===== src/rtl/fxp_pkg.sv =====
// fxp_pkg: shared fixed-point constants, divider state encoding and iteration count
package fxp_pkg;
  localparam int FXP_N = 32;
  localparam int FXP_Q = 16;
  typedef enum logic [1:0] {IDLE, RUN, DONE} div_state_t;
  function automatic int div_iter(input int n, input int q);
    return n - 1 + q;
  endfunction
  localparam int FXP_ITER = div_iter(FXP_N, FXP_Q);
endpackage


===== src/rtl/fxp_div_step.sv =====
// fxp_div_step: one combinational restoring-division step (shift, trial subtract, restore)
module fxp_div_step #(
  parameter int N = 32
) (
  input  logic [N-1:0] rem_i,
  input  logic         bit_i,
  input  logic [N-2:0] div_i,
  output logic [N-1:0] rem_o,
  output logic         q_o
);
  logic [N:0] sh;
  logic [N:0] diff;
  assign sh    = {rem_i, bit_i};
  assign diff  = sh - {2'b00, div_i};
  assign q_o   = sh >= {2'b00, div_i};
  assign rem_o = q_o ? diff[N-1:0] : sh[N-1:0];
endmodule


===== src/rtl/fxp_divider.sv =====
// fxp_divider: sequential sign-magnitude Qm.Q restoring divider; FXP_DIV_SAT_EN selects saturation on overflow
module fxp_divider
  import fxp_pkg::*;
#(
  parameter int N = FXP_N,
  parameter int Q = FXP_Q
) (
  input  logic         clk,
  input  logic         rst_n,
  input  logic         start,
  input  logic [N-1:0] a,
  input  logic [N-1:0] b,
  output logic         busy,
  output logic         done,
  output logic [N-1:0] out,
  output logic         ovr
);
  localparam int ITER = div_iter(N, Q);
  localparam int CW   = $clog2(ITER + 1);
  div_state_t      state_q, state_d;
  logic [CW-1:0]   cnt_q, cnt_d;
  logic [N-1:0]    rem_q, rem_d;
  logic [ITER-1:0] quo_q, quo_d;
  logic [N-2:0]    dsr_q, dsr_d;
  logic            sign_q, sign_d;
  logic [N-1:0]    out_q, out_d;
  logic            ovr_q, ovr_d;
  logic            hold_q, hold_d;
  logic [N-1:0]    rem_nx;
  logic            q_bit;
  logic [ITER-1:0] quo_nx;
  logic            sgn_in;
  logic            ovr_fin;
  logic [N-2:0]    mag_fin;
  // quo_q doubles as the dividend shifter: dividend bits leave at the top as quotient bits enter at the bottom
  fxp_div_step #(.N(N)) u_step (
    .rem_i (rem_q),
    .bit_i (quo_q[ITER-1]),
    .div_i (dsr_q),
    .rem_o (rem_nx),
    .q_o   (q_bit)
  );
  assign quo_nx  = {quo_q[ITER-2:0], q_bit};
  assign sgn_in  = a[N-1] ^ b[N-1];
  assign ovr_fin = |quo_nx[ITER-1:N-1];
`ifdef FXP_DIV_SAT_EN
  assign mag_fin = ovr_fin ? {(N-1){1'b1}} : quo_nx[N-2:0];
`else
  assign mag_fin = quo_nx[N-2:0];
`endif
  assign busy = state_q == RUN;
  assign done = (state_q == DONE) && !hold_q;
  assign out  = out_q;
  assign ovr  = ovr_q;
  // state and datapath registers; reset clears everything
  always_ff @(posedge clk or negedge rst_n) begin
    if (!rst_n) begin
      state_q <= IDLE;
      cnt_q   <= '0;
      rem_q   <= '0;
      quo_q   <= '0;
      dsr_q   <= '0;
      sign_q  <= 1'b0;
      out_q   <= '0;
      ovr_q   <= 1'b0;
      hold_q  <= 1'b0;
    end else begin
      state_q <= state_d;
      cnt_q   <= cnt_d;
      rem_q   <= rem_d;
      quo_q   <= quo_d;
      dsr_q   <= dsr_d;
      sign_q  <= sign_d;
      out_q   <= out_d;
      ovr_q   <= ovr_d;
      hold_q  <= hold_d;
    end
  end
  // next-state: accept in IDLE, one quotient bit per RUN cycle, one-cycle done pulse
  // divide-by-zero spends one extra DONE cycle (hold) so its done lands two edges after start
  always_comb begin
    state_d = state_q;
    cnt_d   = cnt_q;
    rem_d   = rem_q;
    quo_d   = quo_q;
    dsr_d   = dsr_q;
    sign_d  = sign_q;
    out_d   = out_q;
    ovr_d   = ovr_q;
    hold_d  = hold_q;
    case (state_q)
      IDLE: if (start) begin
        sign_d = sgn_in;
        dsr_d  = b[N-2:0];
        if (b[N-2:0] == '0) begin
          out_d   = {sgn_in, {(N-1){1'b1}}};
          ovr_d   = 1'b1;
          hold_d  = 1'b1;
          state_d = DONE;
        end else begin
          rem_d   = '0;
          quo_d   = {a[N-2:0], {Q{1'b0}}};
          cnt_d   = CW'(ITER);
          state_d = RUN;
        end
      end
      RUN: begin
        rem_d = rem_nx;
        quo_d = quo_nx;
        cnt_d = cnt_q - CW'(1);
        if (cnt_q == CW'(1)) begin
          out_d   = {sign_q, mag_fin};
          ovr_d   = ovr_fin;
          state_d = DONE;
        end
      end
      DONE: begin
        hold_d  = 1'b0;
        state_d = hold_q ? DONE : IDLE;
      end
      default: state_d = IDLE;
    endcase
  end
endmodule

===== config.mk =====
export PLATFORM = sky130hd
export DESIGN_NAME = fxp_divider
export DESIGN_NICKNAME = d
export VERILOG_FILES = /design/src/rtl/fxp_pkg.sv /design/src/rtl/fxp_div_step.sv /design/src/rtl/fxp_divider.sv
export SDC_FILE = /design/constraint.sdc
export NUM_CORES = 1
export LEC_CHECK = 0
export ABC_AREA = 1
export CAP_MARGIN = 40
export CORE_AREA = 2 2 137 139
export DETAILED_ROUTE_END_ITERATION = 10
export DIE_AREA = 0 0 139 141
export MAX_ROUTING_LAYER = met4
export PLACE_DENSITY = 0.88
export SYNTH_ARGS = -nofsm -noshare
export SYNTH_HDL_FRONTEND = slang
export SYNTH_HIERARCHICAL = 1
export SYNTH_SLANG_ARGS = --single-unit

===== constraint.sdc =====
create_clock -name clk -period 6 [get_ports clk]
set_input_delay 1.2 -clock clk [delete_from_list [all_inputs] [get_ports clk]]
set_output_delay 1.2 -clock clk [all_outputs]
set_load 0.01 [all_outputs]

==> flow_metrics.tcl <==
set metrics [dict create \
    port_buffers 101 \
    holdBufCountCts 0 \
    p_per_area_nw_per_um2 685 \
    numCtsBuffers 17 \
    fin_crit_sh 0.634 \
    use_met3 0.0445 \
    finalMaxSlewViolations 0 \
    use_met2 0.466 \
    rows 50 \
    cp_cell_sequence "clkdlybuf4s50_1 > nor2_1 > nand2_1 > nor2_1 > nand2_1 > o21ai_4 > nand3_2 > nand2_1 > nand2_1" \
    drt_iter0_drc 765 \
    cts_setup_buffers 0 \
    final_cell_mix "nand2_1 (636), inv_1 (207), dfrtp_1 (153), nor2_1 (108), clkdlybuf4s50_1 (100)" \
    clk_latency_ps 430 \
    grt_start_max_net_pins 84 \
    wl_per_cell_um 14.2 \
    netlist_area_sq_um 9870 \
    max_freq_mhz 263 \
    ant_nets 0 \
    top_usage_layer "met2" \
    start_kind "primary input" \
    cp.required_ps 6310 \
    critPathArrivalTime_ps 4120 \
    antenna_cells 0 \
    fin_tns_setup_ps 0 \
    final_common_cell "nand2_1" \
    crit_fanout 36 \
    grt_pass1_wl_mm 43.2 \
    final_nets 1661 \
    outcome "finished, final reports clean" \
    antenna_found_initial 0 \
    rsz0062_at_grt "false" \
    skew_ps 11.4 \
    cts_max_level 4 \
    yosys_warnings 6 \
    ir_drop_mv 0.495 \
    holdWs_ps 476 \
    grt_pass1_vias 9222 \
    static-leakage-power_uw 0.00631 \
    ys_types 36 \
    io-pin-count 102 \
    gp_congestion 0.954 \
    die_w_um 139 \
    cpPeakStageDelay_ps 780 \
    tightest_slew_ps 898 \
    dieArea_sq_um 19600 \
    fin_total_pwr_uw 7970 \
    viasPerCell 5.21 \
    cap_violations 0 \
    core_area_sq_um 18300 \
    setup_violations 0 \
    drc_errors 0 \
    fin_crit_ps 3810 \
    drive_gt1_frac 0.0572 \
    syn_to_final_growth_pct 18.0 \
    initial_core_util 0.540 \
    crit_buf_inv 1 \
    grt-ovfl-total 0 \
    ys_seq_area_frac 0.388 \
    clockRootBuffer "clkbuf_16" \
    finalHoldViolCount 0 \
    avgSynthCellArea_sq_um 6.65 \
    cpMaxStageDelayCell "nand3_2" \
    hpwl_mm 18.1 \
    cts_tree "built" \
    holdCritPathClass "flip-flop to flip-flop" \
    die_h_um 141 \
    cts_sinks 153 \
    crit_top_cell "nand2_1" \
    slew_headroom 0.399 \
    end_kind "flip-flop" \
    cts_buffer_depth 2 \
    wirelength_mm 25.6 \
    met1_usage 0.341 \
    clkTransAtPathRegs_ps 80 \
    crit_family "simple AND/OR/NAND/NOR gates" \
    syn-instance-count 1485 \
    crit_type "primary input to flip-flop" \
    grt_use_total 0.278 \
    post_cts_resized 0 \
    synthesis.nets 1586 \
    fillers 1631 \
    vias 9407 \
    first_pass_iters 5 \
    ys_seq_elements 153 \
]
==> through the flow <==
step / cells / cell area, sq um / setup WS (ps) / util
after floorplan: 1485 / 9870 / 3710 / -
after global placement: 1772 / 10900 / 1910 / 0.599
after detailed placement: 1775 / 11000 / 1800 / 0.602
after CTS: 1807 / 11600 / 2260 / 0.637
after global routing: 1807 / 11600 / 1890 / 0.637
final: 1807 / 11600 / 2190 / 0.637
==> layer usage <==
layer / up-vias / wire length (um)
met1: 4359 / 11000
met2: 287 / 12600
met5: - / 0
met4: 0 / 738
met3: 53 / 1250
li1: 4708 / -
==> sequential cells by signal, summed over array words and instances (netlist names) <==
register / cells
quo_q: 47
out: 32
ovr: 1
sign_q: 1
cnt_q: 6
rem_q: 32
hold_q: 1
state_q: 2
dsr_q: 31
==> area by class of cell <==
type / count / area (sq um) / share of cell area
inverters: 216 / 813 / 0.0699
clock buffers: 17 / 425 / 0.0365
repair buffers: 112 / 1130 / 0.0969
clock inverters: 15 / 211 / 0.0182
flip-flops and latches: 153 / 3830 / 0.329
multi-input cells: 1060 / 4940 / 0.424
well taps: 234 / 293 / 0.0252
==> report_power, final <==
group,internal [uW],total (uW),switching [uW]
Combinational,1740,5020,3280
Sequential,1540,1830,294
Clock,579,1120,546
==> synthesized netlist by cell type, drive strengths merged <==
cell    number  area (sq um)
nor3         7          40.0
nand2      643          2450
a31oi        1          6.26
fa           1          20.0
and2         8          50.1
o21ai       63           330
nand4       40           250
ha          33           413
o21bai       2          15.0
nor2       120           490
nand3       93           526
buf         40           233
xnor2        1          8.76
a21oi       22           118
xor2        14           123
inv        216           813
dfrtp      153          3830
clkbuf      16          60.1
or2          1          6.26
nand3b      11          82.6
==> cell families after synthesis <==
| family | after synthesis | share of synthesized area |
|---|---|---|
| adders and majority gates | 34 | 0.0439 |
| xor gates and xnor gates | 15 | 0.0133 |
| and+or+nand+nor | 923 | 0.395 |
| DFF | 153 | 0.388 |
| buffers and inverters | 272 | 0.112 |
| AOI/OAI and AO/OA | 88 | 0.0475 |
==> final timing paths <==
check | start | endpoint | slack [ps] | cells past startpoint
worst max-delay path | b[11] | ovr | 2190 | 9
worst max register to register | state_q[0] | ovr | 3280 | 8
min in group asynchronous | rst_n | rem_q[9] | 740 | 1
worst min register to register | dsr_q[16] | dsr_q[16] | 480 | 2
worst min-delay path | dsr_q[16] | dsr_q[16] | 480 | 2
max in group asynchronous | rst_n | out[1] | 4240 | 2
==> worst register-to-register path, stage by stage (launching register included) <==
cell and delay, ps:
dfrtp_1 440, inv_2 100, nor2_4 50, buf_4 380
a21oi_2 320, buf_4 360, nand3_2 610, nand2_1 250
nand2_1 90
Note: power is estimated with default switching activity, not from simulation.
